<file path="config.mk">
export PLATFORM = sky130hd
export DESIGN_NAME = clk_tick_gen
export DESIGN_NICKNAME = d
export VERILOG_FILES = /design/src/rtl/clk_tick_gen_pkg.sv /design/src/rtl/tick_channel.sv /design/src/rtl/clk_tick_gen.sv
export SDC_FILE = /design/constraint.sdc
export NUM_CORES = 1
export LEC_CHECK = 0
export ABC_AREA = 1
export BUFFER_PORTS_ARGS = -buffer_cell sky130_fd_sc_hd__clkbuf_2
export CAP_MARGIN = 20
export CORE_MARGIN = 2
export CORE_UTILIZATION = 45
export CTS_CLUSTER_SIZE = 14
export DETAILED_ROUTE_END_ITERATION = 16
export GPL_ROUTABILITY_DRIVEN = 0
export HOLD_SLACK_MARGIN = 0.15
export PLACE_DENSITY_LB_ADDON = 0.15
export SLEW_MARGIN = 20
export SYNTH_ARGS = -nofsm -noshare
export SYNTH_HDL_FRONTEND = slang
export SYNTH_SLANG_ARGS = --single-unit
</file>
<file path="constraint.sdc">
create_clock -name clock -period 10.59 [get_ports clock]
set_input_delay 1.5885 -clock clock [delete_from_list [all_inputs] [get_ports clock]]
set_output_delay 1.5885 -clock clock [all_outputs]
set_load 0.02 [all_outputs]
</file>
<file path="src/rtl/clk_tick_gen_pkg.sv">
// Shared types and reset dividers for the programmable clock-enable generator.
// The reset dividers are the former fixed rtc and slow-peripheral divider constants.
package clk_tick_gen_pkg;

    typedef enum logic {TICK_PULSE = 1'b0, TICK_TOGGLE = 1'b1} tick_mode_t;

    localparam int tick_cnt_w = 16;

    localparam logic [tick_cnt_w-1:0] clk_divider_rtc  = 16'd49;
    localparam logic [tick_cnt_w-1:0] clk_divider_slow = 16'd9;

    // Channel 0 (rtc) sits in the LSBs.
    localparam logic [2*tick_cnt_w-1:0] DIV_INIT_DEFAULT = {clk_divider_slow, clk_divider_rtc};

endpackage

</file>
<file path="src/rtl/tick_channel.sv">
// One clock-enable channel: divider counter, shadow configuration, toggle level and tick.
// A divider write to a running channel waits in the shadow until the channel's terminal count.
module tick_channel
    import clk_tick_gen_pkg::*;
#(
    parameter int               CNT_W     = tick_cnt_w,
    parameter logic [CNT_W-1:0] DIV_INIT  = '0,
    parameter tick_mode_t       MODE_INIT = TICK_PULSE,
    parameter logic             EN_INIT   = 1'b1
) (
    input  logic             clock,
    input  logic             reset,
    input  logic             we,
    input  logic             sync,
    input  logic [CNT_W-1:0] cfg_div,
    input  logic             cfg_mode,
    input  logic             cfg_en,
    output logic             tick_o,
    output logic             lvl_o,
    output logic             pend_o
);

    logic [CNT_W-1:0] r_cnt;
    logic [CNT_W-1:0] r_div;
    logic [CNT_W-1:0] r_sh_div;
    tick_mode_t       r_mode;
    tick_mode_t       r_sh_mode;
    logic             r_en;
    logic             r_lvl;
    logic             r_tick;
    logic             r_pend;

    logic             w_tc;
    logic             w_direct;
    logic             w_restart;
    tick_mode_t       w_cfg_mode;
    tick_mode_t       w_next_mode;

    assign w_cfg_mode  = tick_mode_t'(cfg_mode);
    assign w_tc        = r_en && (r_cnt == r_div);
    // Writes bypass the shadow when the channel is idle, being disabled, or restarted by sync.
    assign w_direct    = we && (sync || !r_en || !cfg_en);
    assign w_restart   = r_en && sync;
    assign w_next_mode = r_pend ? r_sh_mode : r_mode;

    always_ff @(posedge clock or posedge reset) begin
        if (reset) begin
            r_cnt     <= '0;
            r_div     <= DIV_INIT;
            r_sh_div  <= DIV_INIT;
            r_mode    <= MODE_INIT;
            r_sh_mode <= MODE_INIT;
            r_en      <= EN_INIT;
            r_lvl     <= 1'b0;
            r_tick    <= 1'b0;
            r_pend    <= 1'b0;
        end else if (w_direct) begin
            r_div  <= cfg_div;
            r_mode <= w_cfg_mode;
            r_en   <= cfg_en;
            r_cnt  <= '0;
            r_lvl  <= 1'b0;
            r_tick <= 1'b0;
            r_pend <= 1'b0;
        end else if (w_restart) begin
            if (r_pend) begin
                r_div  <= r_sh_div;
                r_mode <= r_sh_mode;
            end
            r_cnt  <= '0;
            r_lvl  <= 1'b0;
            r_tick <= 1'b0;
            r_pend <= 1'b0;
        end else if (!r_en) begin
            r_cnt  <= '0;
            r_lvl  <= 1'b0;
            r_tick <= 1'b0;
        end else begin
            if (w_tc) begin
                r_cnt  <= '0;
                // The mode in force during the ending period decides this tick.
                r_tick <= (r_mode == TICK_PULSE) || !r_lvl;
                r_lvl  <= (r_mode == TICK_TOGGLE) && (w_next_mode == TICK_TOGGLE) && !r_lvl;
                if (r_pend) begin
                    r_div  <= r_sh_div;
                    r_mode <= r_sh_mode;
                end
                r_pend <= 1'b0;
            end else begin
                r_cnt  <= r_cnt + 1'b1;
                r_tick <= 1'b0;
            end
            if (we) begin
                r_sh_div  <= cfg_div;
                r_sh_mode <= w_cfg_mode;
                r_pend    <= 1'b1;
            end
        end
    end

    assign tick_o = r_tick;
    assign lvl_o  = r_lvl;
    assign pend_o = r_pend;

endmodule

</file>
<file path="src/rtl/clk_tick_gen.sv">
// Multi-channel programmable clock-enable generator for the system clock domain.
// cfg_we is a single-cycle strobe, no ready: every asserted cycle is one write to channel cfg_sel.
module clk_tick_gen
    import clk_tick_gen_pkg::*;
#(
    parameter int                     NCH       = 2,
    parameter int                     CNT_W     = tick_cnt_w,
    parameter logic [NCH*CNT_W-1:0]   DIV_INIT  = DIV_INIT_DEFAULT,
    parameter logic [NCH-1:0]         MODE_INIT = 2'b01,
    parameter logic [NCH-1:0]         EN_INIT   = 2'b11,
    localparam int                    SEL_W     = (NCH > 1) ? $clog2(NCH) : 1
) (
    input  logic             clock,
    input  logic             reset,
    input  logic             cfg_we,
    input  logic [SEL_W-1:0] cfg_sel,
    input  logic [CNT_W-1:0] cfg_div,
    input  logic             cfg_mode,
    input  logic             cfg_en,
    input  logic             sync,
    output logic [NCH-1:0]   tick_o,
    output logic [NCH-1:0]   lvl_o,
    output logic [NCH-1:0]   pend_o
);

    logic [NCH-1:0] w_we;

    for (genvar i = 0; i < NCH; i++) begin : g_ch
        // Selects at or above NCH match no channel and are dropped.
        assign w_we[i] = cfg_we && (cfg_sel == SEL_W'(i));

        tick_channel #(
            .CNT_W     (CNT_W),
            .DIV_INIT  (DIV_INIT[i*CNT_W +: CNT_W]),
            .MODE_INIT (tick_mode_t'(MODE_INIT[i])),
            .EN_INIT   (EN_INIT[i])
        ) u_ch (
            .clock    (clock),
            .reset    (reset),
            .we       (w_we[i]),
            .sync     (sync),
            .cfg_div  (cfg_div),
            .cfg_mode (cfg_mode),
            .cfg_en   (cfg_en),
            .tick_o   (tick_o[i]),
            .lvl_o    (lvl_o[i]),
            .pend_o   (pend_o[i])
        );
    end

endmodule

</file>
### Word-level counts from Yosys, hierarchy flattened

Cells that the tools add are included.

| storage, ports and cells | value |
|---|---|
| register bits | 108 |
| bits in latches | 0 |
| bits in writable memories | 0 |
| bits in read-only memories | 0 |
| logic and storage cells | 120 |
| memories kept | 0 |

| cells by class | value |
|---|---|
| add/subtract/negate cells | 2 |
| multipliers | 0 |
| divide/modulo/power cells | 0 |
| magnitude comparators | 0 |
| equality and inequality tests | 4 |
| shifts and indexed selects | 0 |
| mux-type cells | 54 |
| bitwise gates (word level) | 7 |
| reduce and logical (&&, ||, !) cells | 35 |

Operators with widths:

| kind | count |
|---|---|
| $mux W16 | 18 |
| $mux W1 | 36 |
| $add A16 B1 Y16 const B | 2 |
| $eq A16 B16 Y1 | 2 |
| $logic_and A1 B1 Y1 | 12 |
| $reduce_bool A3 Y1 | 4 |
| $ne A4 B4 Y1 const B | 2 |
| $reduce_and A2 Y1 | 4 |
| $reduce_and A4 Y1 | 2 |
| $reduce_bool A4 Y1 | 2 |
| $not A1 Y1 | 7 |
| $logic_or A1 B1 Y1 | 6 |
| $logic_not A1 Y1 | 5 |

### Depth between registers and ports, before layout

Gate-level depths: netlist (run 1).

| logic depth | value |
|---|---|
| depth in word-level cells | 7 |
| mapped depth | 13 |
| mapped depth without buffers | 11 |

### Cells and area by module

A second synthesis (run 1) with hierarchy kept.

| second synthesis, totals | value |
|---|---|
| cells, all modules | 774 |
| area total of the unflattened synthesis | 5632.9 µm² |

By module, submodules not included:

| module | instances | cells each | area each (µm²) | seq. area each (µm²) |
|---|---|---|---|---|
| tick_channel (g_ch[0].u_ch) | 1 | 384 | 2808.9 | 1362.6 |
| tick_channel (g_ch[1].u_ch) | 1 | 386 | 2806.4 | 1357.6 |
| clk_tick_gen | 1 | 4 | 17.5 | 0.0 |

### Least setup slack after synthesis (run 1)

No wires, ideal clock.

| timing | value |
|---|---|
| kind | input to register |
| from | input sync |
| to | register g_ch[0].u_ch.r_div[8] |
| setup time | 0.118 ns |
| data arrival time | 2.517 ns |
| data required time | 10.472 ns |
| path slack | 7.955 ns |
| cell stages on the path | 9 |
| path buffers | 2 |
| cells stage by stage | inv_1 nand3_2 nand2_4 inv_2 or2_0 buf_2 buf_2 nand4_1 nand2_1 |

| between the ends | value |
|---|---|
| cells in the longest elaborated chain, start to end | 5 |
| elaborated cells on any way between the ends | 9 |
| classes of those cells | mux (2); reduce/logical (7) |

RTL lines:

| item | RTL line | text |
|---|---|---|
| from (decl) | clk_tick_gen.sv:20 | `input logic sync,` |
| $logic_or A1 B1 Y1 (2 in series) | tick_channel.sv:42 | `assign w_direct = we && (sync \|\| !r_en \|\| !cfg_en);` |
| $logic_and A1 B1 Y1 | tick_channel.sv:42 |  |
| $reduce_bool A3 Y1 (no source line) | - |  |
| $reduce_and A2 Y1 (no source line) | - |  |
| to (signal assigned) | tick_channel.sv:58 | `r_div <= cfg_div;` |
| to (signal assigned) | tick_channel.sv:67 | `r_div <= r_sh_div;` |
| to (signal assigned) | tick_channel.sv:85 | `r_div <= r_sh_div;` |
| to (decl) | tick_channel.sv:24 | `logic [CNT_W-1:0] r_div;` |

Parallel ways exist; a longest one is shown, timed or not.
A chain may end at the register's enable or synchronous reset.

### Worst setup path in the final report (run 1)

| timing | value |
|---|---|
| from | input cfg_we |
| to | register g_ch[0].u_ch.r_div[1] |

| between the ends | value |
|---|---|
| cells in the longest elaborated chain, start to end | 4 |
| elaborated cells on any way between the ends | 6 |
| classes of those cells | mux (1); reduce/logical (5) |

RTL lines:

| item | RTL line | text |
|---|---|---|
| from (decl) | clk_tick_gen.sv:15 | `input logic cfg_we,` |
| $logic_and A1 B1 Y1 (*) | clk_tick_gen.sv:30 | `assign w_we[i] = cfg_we && (cfg_sel == SEL_W'(i));` |
| $logic_and A1 B1 Y1 (*) | tick_channel.sv:42 |  |
| $reduce_bool A3 Y1 (no source line) | - |  |
| $reduce_and A2 Y1 (no source line) | - |  |

Every way passes the cells marked *; elsewhere a longest branch is shown, timed or not.

==> impl_metrics.tcl, run 1 <==
set metrics [dict create \
    drt_iter0_markers 348 \
    layout-drive-gt1-share_pct 11.4 \
    dp_hpwl_um 9130 \
    core_um2 12600 \
    synthSimpleGateAreaFrac_pct 33.2 \
    dp_worst_setup_slack_ps 6980 \
    synth_top_family_by_area "simple AND/OR/NAND/NOR gates" \
    final_cell_area_um2 6220 \
    grt_overflow 0 \
    finalCriticalPeriod_ps 3250 \
    rsz0062_at_grt "no" \
    cts_resized 0 \
    status "finished clean" \
    clock_latency_ps 360 \
    areaGrowthSynthToFinish_pct 7.94 \
    synth.area.top_cells "dfrtp_1 41%, nand2_1 18%, dfstp_2 6.4%, o21ai_0 5.9%, inv_1 5.7%" \
    cts_tree "yes" \
    ys_seq_area_share_pct 47.2 \
    finalNonFillerCells 962 \
    synth_common_cells "280 x nand2_1, 94 x dfrtp_1, 87 x inv_1, 68 x o21ai_0, 63 x nor2_1" \
    async_reset_ff_share_pct 100 \
    timing_max_transition_violations_final 0 \
    routed_wl_um 12500 \
    clockBufferDepth 2 \
    htreeDepth 3 \
    dp.cells 946 \
    placed_cell_area_um2 5930 \
    finalWorstSetupSlack_ps 7340 \
    synthCells 777 \
    start_util_pct 45.9 \
    die_h_um 117 \
    first_pass_iters 5 \
    clock-sinks 108 \
    antenna_found_initial 0 \
    worst_pin_slew_ps 937 \
    die_area_um2 13700 \
    setup_violations 0 \
    drt-vias-per-instance 4.97 \
    crit_type "primary input to flop" \
    drcViolationCount 0 \
    worst_path_largest_cell_delay_ps 720 \
    worstSetupEndpointType "flop" \
    die_x_um 117 \
    wl_met3_um 463 \
    hold_violations 0 \
    netlist_area_um2 5770 \
    grt_usage_pct 20.1 \
    powerDensity_nw_per_um2 203 \
    hold_buffers 0 \
    top_layer "met4" \
    worstHoldPathType "flop to flop" \
    synth-edff-count 0 \
    grt_pass1_vias 4446 \
    critical_path.max_fanout 36 \
    post-route-util_pct 49.5 \
    yosysMostFrequentCell "nand2_1" \
    arrival_ps 3500 \
    met2WireLength_um 5810 \
    yosysUniqueCellTypes 35 \
    ys_warn_count 0 \
    synth_compound_area_share_pct 7.86 \
    cp.required_ps 10830 \
    port_buffers 28 \
    io_pins 29 \
    wirelength_met1_um 6110 \
    avgSynthCellArea_um2 7.42 \
    grt_pass1_wl_um 21400 \
    muxShareOfSynthArea_pct 0 \
    leakagePower_nw 3.07 \
    synth_top_area_share_pct 40.8 \
    routedWlPerCell_um 13.0 \
    synth_seq_cells 108 \
    synth_fa_ha_area_share_pct 0.434 \
    cp_slowest_cell "or2_0" \
    post-cts-setup-buffers 0 \
    fin_skew_ps 11.5 \
    hold-worst-slack_ps 474 \
    cts_root_buf "clkbuf_16" \
    synth_fp_nets 802 \
    relSlewSlack_pct 37.5 \
    cts_buffers 9 \
    fmax_ghz 0.307 \
    worstPathCellList "clkbuf_2, inv_1, nor2_2, nand2_4, inv_2, or2_0, nand3_4, nand2_1, nand2_1" \
    post-route-period-util_pct 30.7 \
    reg.largest.list "g_ch.u_ch.r_cnt: 32 flops, g_ch.u_ch.r_div: 32 flops, g_ch.u_ch.r_sh_div: 32 flops" \
    synth_area_leader_cell "dfrtp_1" \
    path_common_cell "nand2_1" \
    antenna_left 0 \
    clk_pin_slew_worst_paths_ps 70 \
    vdd_drop_max_uv 148 \
    fin_nets 810 \
    rows 41 \
    vias 4783 \
    grt_max_degree 87 \
    start_kind "primary input" \
    r2r_slack_ps 8250 \
    tns_ps 0 \
    cap_violations 0 \
    synthXorXnorAreaFrac_pct 1.22 \
    n_antenna_cell 0 \
    p_total_mw 1.26 \
    synth_flop_cell "dfrtp_1" \
]
-- cell families after synthesis --
family | count (synthesis)
and+or+nand+nor | 437
adders and majority gates | 2
AOI/OAI and AO/OA | 89
DFF | 108
xor gates and xnor gates | 8
buffers and inverters | 133
-- power breakdown --
group	internal, mW	switching, mW	total (mW)	leakage (nW)
clock	0.186	0.157	0.342	0.146
combinational	0.119	0.207	0.327	1.54
sequential	0.521	0.0746	0.595	1.39
-- path summary, 6_finish.rpt --
check                                                        from                                end  cells past startpoint
worst max register to register      g_ch[1].u_ch.r_en$_DFFE_PP1N_  g_ch[1].u_ch.r_div[4]$_DFFE_PP0P_                      8
worst max-delay path                                       cfg_we  g_ch[0].u_ch.r_div[1]$_DFFE_PP0P_                      9
worst min-delay path            g_ch[0].u_ch.r_div[4]$_DFFE_PP1P_  g_ch[0].u_ch.r_div[4]$_DFFE_PP1P_                      2
worst min register to register  g_ch[0].u_ch.r_div[4]$_DFFE_PP1P_  g_ch[0].u_ch.r_div[4]$_DFFE_PP1P_                      2
min in group asynchronous                                   reset    g_ch[0].u_ch.r_cnt[0]$_DFF_PP0_                      2
max in group asynchronous                                   reset   g_ch[1].u_ch.r_cnt[13]$_DFF_PP0_                      3
-- layout by cell type (no fill, tap or decap), types with 2 or more instances in the layout --
cell / netlist / final
inv_2: 12 / 12
nor3b_1: 3 / 3
o21ai_1: 8 / 8
o21ai_0: 68 / 68
a31oi_1: 2 / 2
clkbuf_16: 0 / 9
clkbuf_1: 11 / 2
nand3_1: 16 / 16
clkbuf_2: 0 / 28
clkinv_2: 0 / 2
nand3_4: 2 / 2
a21oi_1: 9 / 9
nand2_2: 3 / 3
nand3b_1: 2 / 2
nor2_2: 7 / 7
nand2_4: 3 / 3
inv_1: 87 / 86
dfrtp_1: 94 / 94
nor3_2: 2 / 2
nand2_1: 280 / 280
xor2_1: 7 / 7
nor2_1: 63 / 63
o21a_1: 2 / 2
nand4_1: 37 / 37
nor3_1: 12 / 12
clkinv_1: 2 / 2
nor4_1: 3 / 3
ha_1: 2 / 2
dfstp_2: 14 / 14
-- area by class of cell --
| type | count | area [µm²] |
|---|---|---|
| fillers | 1248 | 6340 |
| flip-flops and latches | 108 | 2720 |
| multi-input cells | 536 | 2460 |
| inverters | 101 | 382 |
| clock buffers | 11 | 233 |
| well taps | 172 | 215 |
| repair buffers | 29 | 151 |
| clock inverters | 5 | 60.1 |
-- layer usage --
metal | track usage, % | vias to the layer above
met5 | 0 | -
met4 | 5.96 | 0
met3 | 5.20 | 10
met2 | 31.4 | 80
met1 | 27.8 | 2238
li1 | - | 2455
-- worst max-delay path, delay by kind of cell --
family	cells	cell delay, ps
buffers and inverters	3	250
AND/OR/NAND/NOR	6	1650
Note: power is estimated with default switching activity, not from simulation.
==> run 2, diff against run 1 <==
==> constraint.sdc (replaced) <==
create_clock -name clock -period 3.3 [get_ports clock]
set_input_delay 0.495 -clock clock [delete_from_list [all_inputs] [get_ports clock]]
set_output_delay 0.495 -clock clock [all_outputs]
set_load 0.02 [all_outputs]
==> impl_metrics.tcl, run 2 (same netlist as run 1, synthesis figures left out) <==
set metrics [dict create \
    status "finished clean" \
    mostFrequentLayoutCells "280 x nand2_1, 94 x dfrtp_1, 86 x inv_1, 68 x o21ai_0, 63 x nor2_1" \
    cp-startpoint "g_ch[1].u_ch.r_en$_DFFE_PP1N_" \
    port_buffers 28 \
    timing_max_transition_violations_final 0 \
    cap_violations 0 \
    crit_buf_inv 1 \
    dp_worst_setup_slack_ps 814 \
    worstHoldPathType "primary input to flop" \
    n_antenna_cell 0 \
    grt_pass1_wl_um 21400 \
    worst_pin_slew_ps 866 \
    routed_wl_um 13000 \
    htreeDepth 3 \
    hold_depth 3 \
    io_pins 29 \
    worst_path_largest_cell_delay_ps 550 \
    drt-vias-per-instance 4.96 \
    critical_path.max_fanout 36 \
    fmax_ghz 0.409 \
    vdd_drop_max_uv 388 \
    cp.required_ps 3600 \
    start_kind "flop" \
    final_common_cell "nand2_1" \
    arrival_ps 2750 \
    vias 4786 \
    clockBufferDepth 2 \
    die_x_um 117 \
    drcViolationCount 0 \
    worstSetupEndpointType "flop" \
    dp_hpwl_um 9450 \
    relSlewSlack_pct 42.3 \
    p_total_mw 4.11 \
    cts_tree "yes" \
    grt_usage_pct 20.2 \
    rows 41 \
    r2r_slack_ps 850 \
    finalCriticalPeriod_ps 2450 \
    setup_violations 0 \
    clock_latency_ps 360 \
    clock-sinks 108 \
    clk_pin_slew_worst_paths_ps 80 \
    core_um2 12600 \
    grt_overflow 0 \
    grt_pass1_vias 4273 \
    grt_max_degree 49 \
    fin_nets 813 \
    tns_ps 0 \
    leakagePower_nw 3.09 \
    r2r_start "g_ch[1].u_ch.r_en$_DFFE_PP1N_" \
    hold_violations 0 \
    hold-worst-slack_ps 402 \
    fin_skew_ps 10.5 \
    drt_iter0_markers 361 \
    layout-drive-gt1-share_pct 11.9 \
    post-route-period-util_pct 74.1 \
    routedWlPerCell_um 13.4 \
    die_h_um 117 \
    start_util_pct 45.9 \
    first_pass_iters 4 \
    crit_type "flop to flop" \
    post-route-util_pct 50.0 \
    timing.rr.end "g_ch[1].u_ch.r_div[9]$_DFFE_PP0P_" \
    critical_path.endpoint "g_ch[1].u_ch.r_div[9]$_DFFE_PP0P_" \
    finalWorstSetupSlack_ps 854 \
    cp.depth 8 \
    powerDensity_nw_per_um2 653 \
    cts_root_buf "clkbuf_16" \
    cts_resized 0 \
    cts_buffers 9 \
    antenna_left 0 \
    antenna_found_initial 0 \
    rsz0062_at_grt "no" \
    r2r_cells 8 \
    cp_top_family "simple AND/OR/NAND/NOR gates" \
    areaGrowthSynthToFinish_pct 9.01 \
    worstPathCellList "inv_2, nor2_1, nand2_1, nand2_2, nand2_1, nand3_4, nand2_1, nand2_1" \
    die_area_um2 13700 \
    reg.largest.list "g_ch.u_ch.r_cnt: 32 flops, g_ch.u_ch.r_div: 32 flops, g_ch.u_ch.r_sh_div: 32 flops" \
    path_common_cell "nand2_1" \
    cp_slowest_cell "dfstp_2" \
]
-- run 2: cell count changes in the layout (fill, tap and decap cells not counted), sizes merged --
cell,delta
clkinvlp,+3
dlygate4sd3,+1
clkbuf,-2
buf,+2
clkinv,-1
-- run 2: layer usage --
metal / track usage [%] / routed length, µm / vias to the layer above
li1: - / - / 2449
met1: 28.5 / 6330 / 2240
met4: 5.02 / 179 / 0
met5: 0 / 0 / -
met2: 31.5 / 6030 / 81
met3: 4.94 / 430 / 16
-- run 2: timing repair --
action	in CTS	in global routing
hold buffers	0	1
setup buffers	0	0
endpoints found under the hold margin	0	14
setup endpoints to repair	0	0
-- run 2: worst min-delay path by stage --
stage                                            from                                   end  slack, ps
floorplan           g_ch[1].u_ch.r_div[0]$_DFFE_PP1P_     g_ch[1].u_ch.r_div[0]$_DFFE_PP1P_        450
global placement    g_ch[0].u_ch.r_div[4]$_DFFE_PP1P_     g_ch[0].u_ch.r_div[4]$_DFFE_PP1P_        460
finish                                     cfg_div[4]  g_ch[0].u_ch.r_sh_div[4]$_DFFE_PP1P_        400
detailed placement  g_ch[0].u_ch.r_div[0]$_DFFE_PP1P_     g_ch[0].u_ch.r_div[0]$_DFFE_PP1P_        460
global route                                   cfg_en         g_ch[0].u_ch.r_en$_DFFE_PP1P_        420
CTS                                             reset       g_ch[1].u_ch.r_cnt[5]$_DFF_PP0_        380
-- run 2: final cells by class --
| class | instances | area, µm² |
|---|---|---|
| inverter | 101 | 383 |
| multi-input combinational | 536 | 2460 |
| clock buffer | 9 | 225 |
| tap | 172 | 215 |
| fill | 1260 | 6280 |
| timing repair buffer | 32 | 198 |
| sequential | 108 | 2720 |
| clock inverter | 7 | 81.3 |
-- run 2: where the power goes --
group | internal [mW] | total, mW | switching, mW | leakage (nW)
Combinational | 0.387 | 1.06 | 0.675 | 1.55
Sequential | 1.67 | 1.91 | 0.241 | 1.39
Clock | 0.601 | 1.13 | 0.532 | 0.146
Total | 2.66 | 4.11 | 1.45 | 3.09
-- run 2: through the flow --
| step | instance area (µm²) | std cells |
|---|---|---|
| after CTS | 6250 | 963 |
| after floorplan | 5770 | 777 |
| after detailed placement | 5950 | 947 |
| after global routing | 6280 | 965 |
| final | 6280 | 965 |
| after global placement | 5950 | 947 |
-- run 2: worst register-to-register path: cells and delay by family (launching register included) --
kind	cells	cell delay [ps]
buffers and inverters	1	50
DFF	1	550
and+or+nand+nor	7	1790
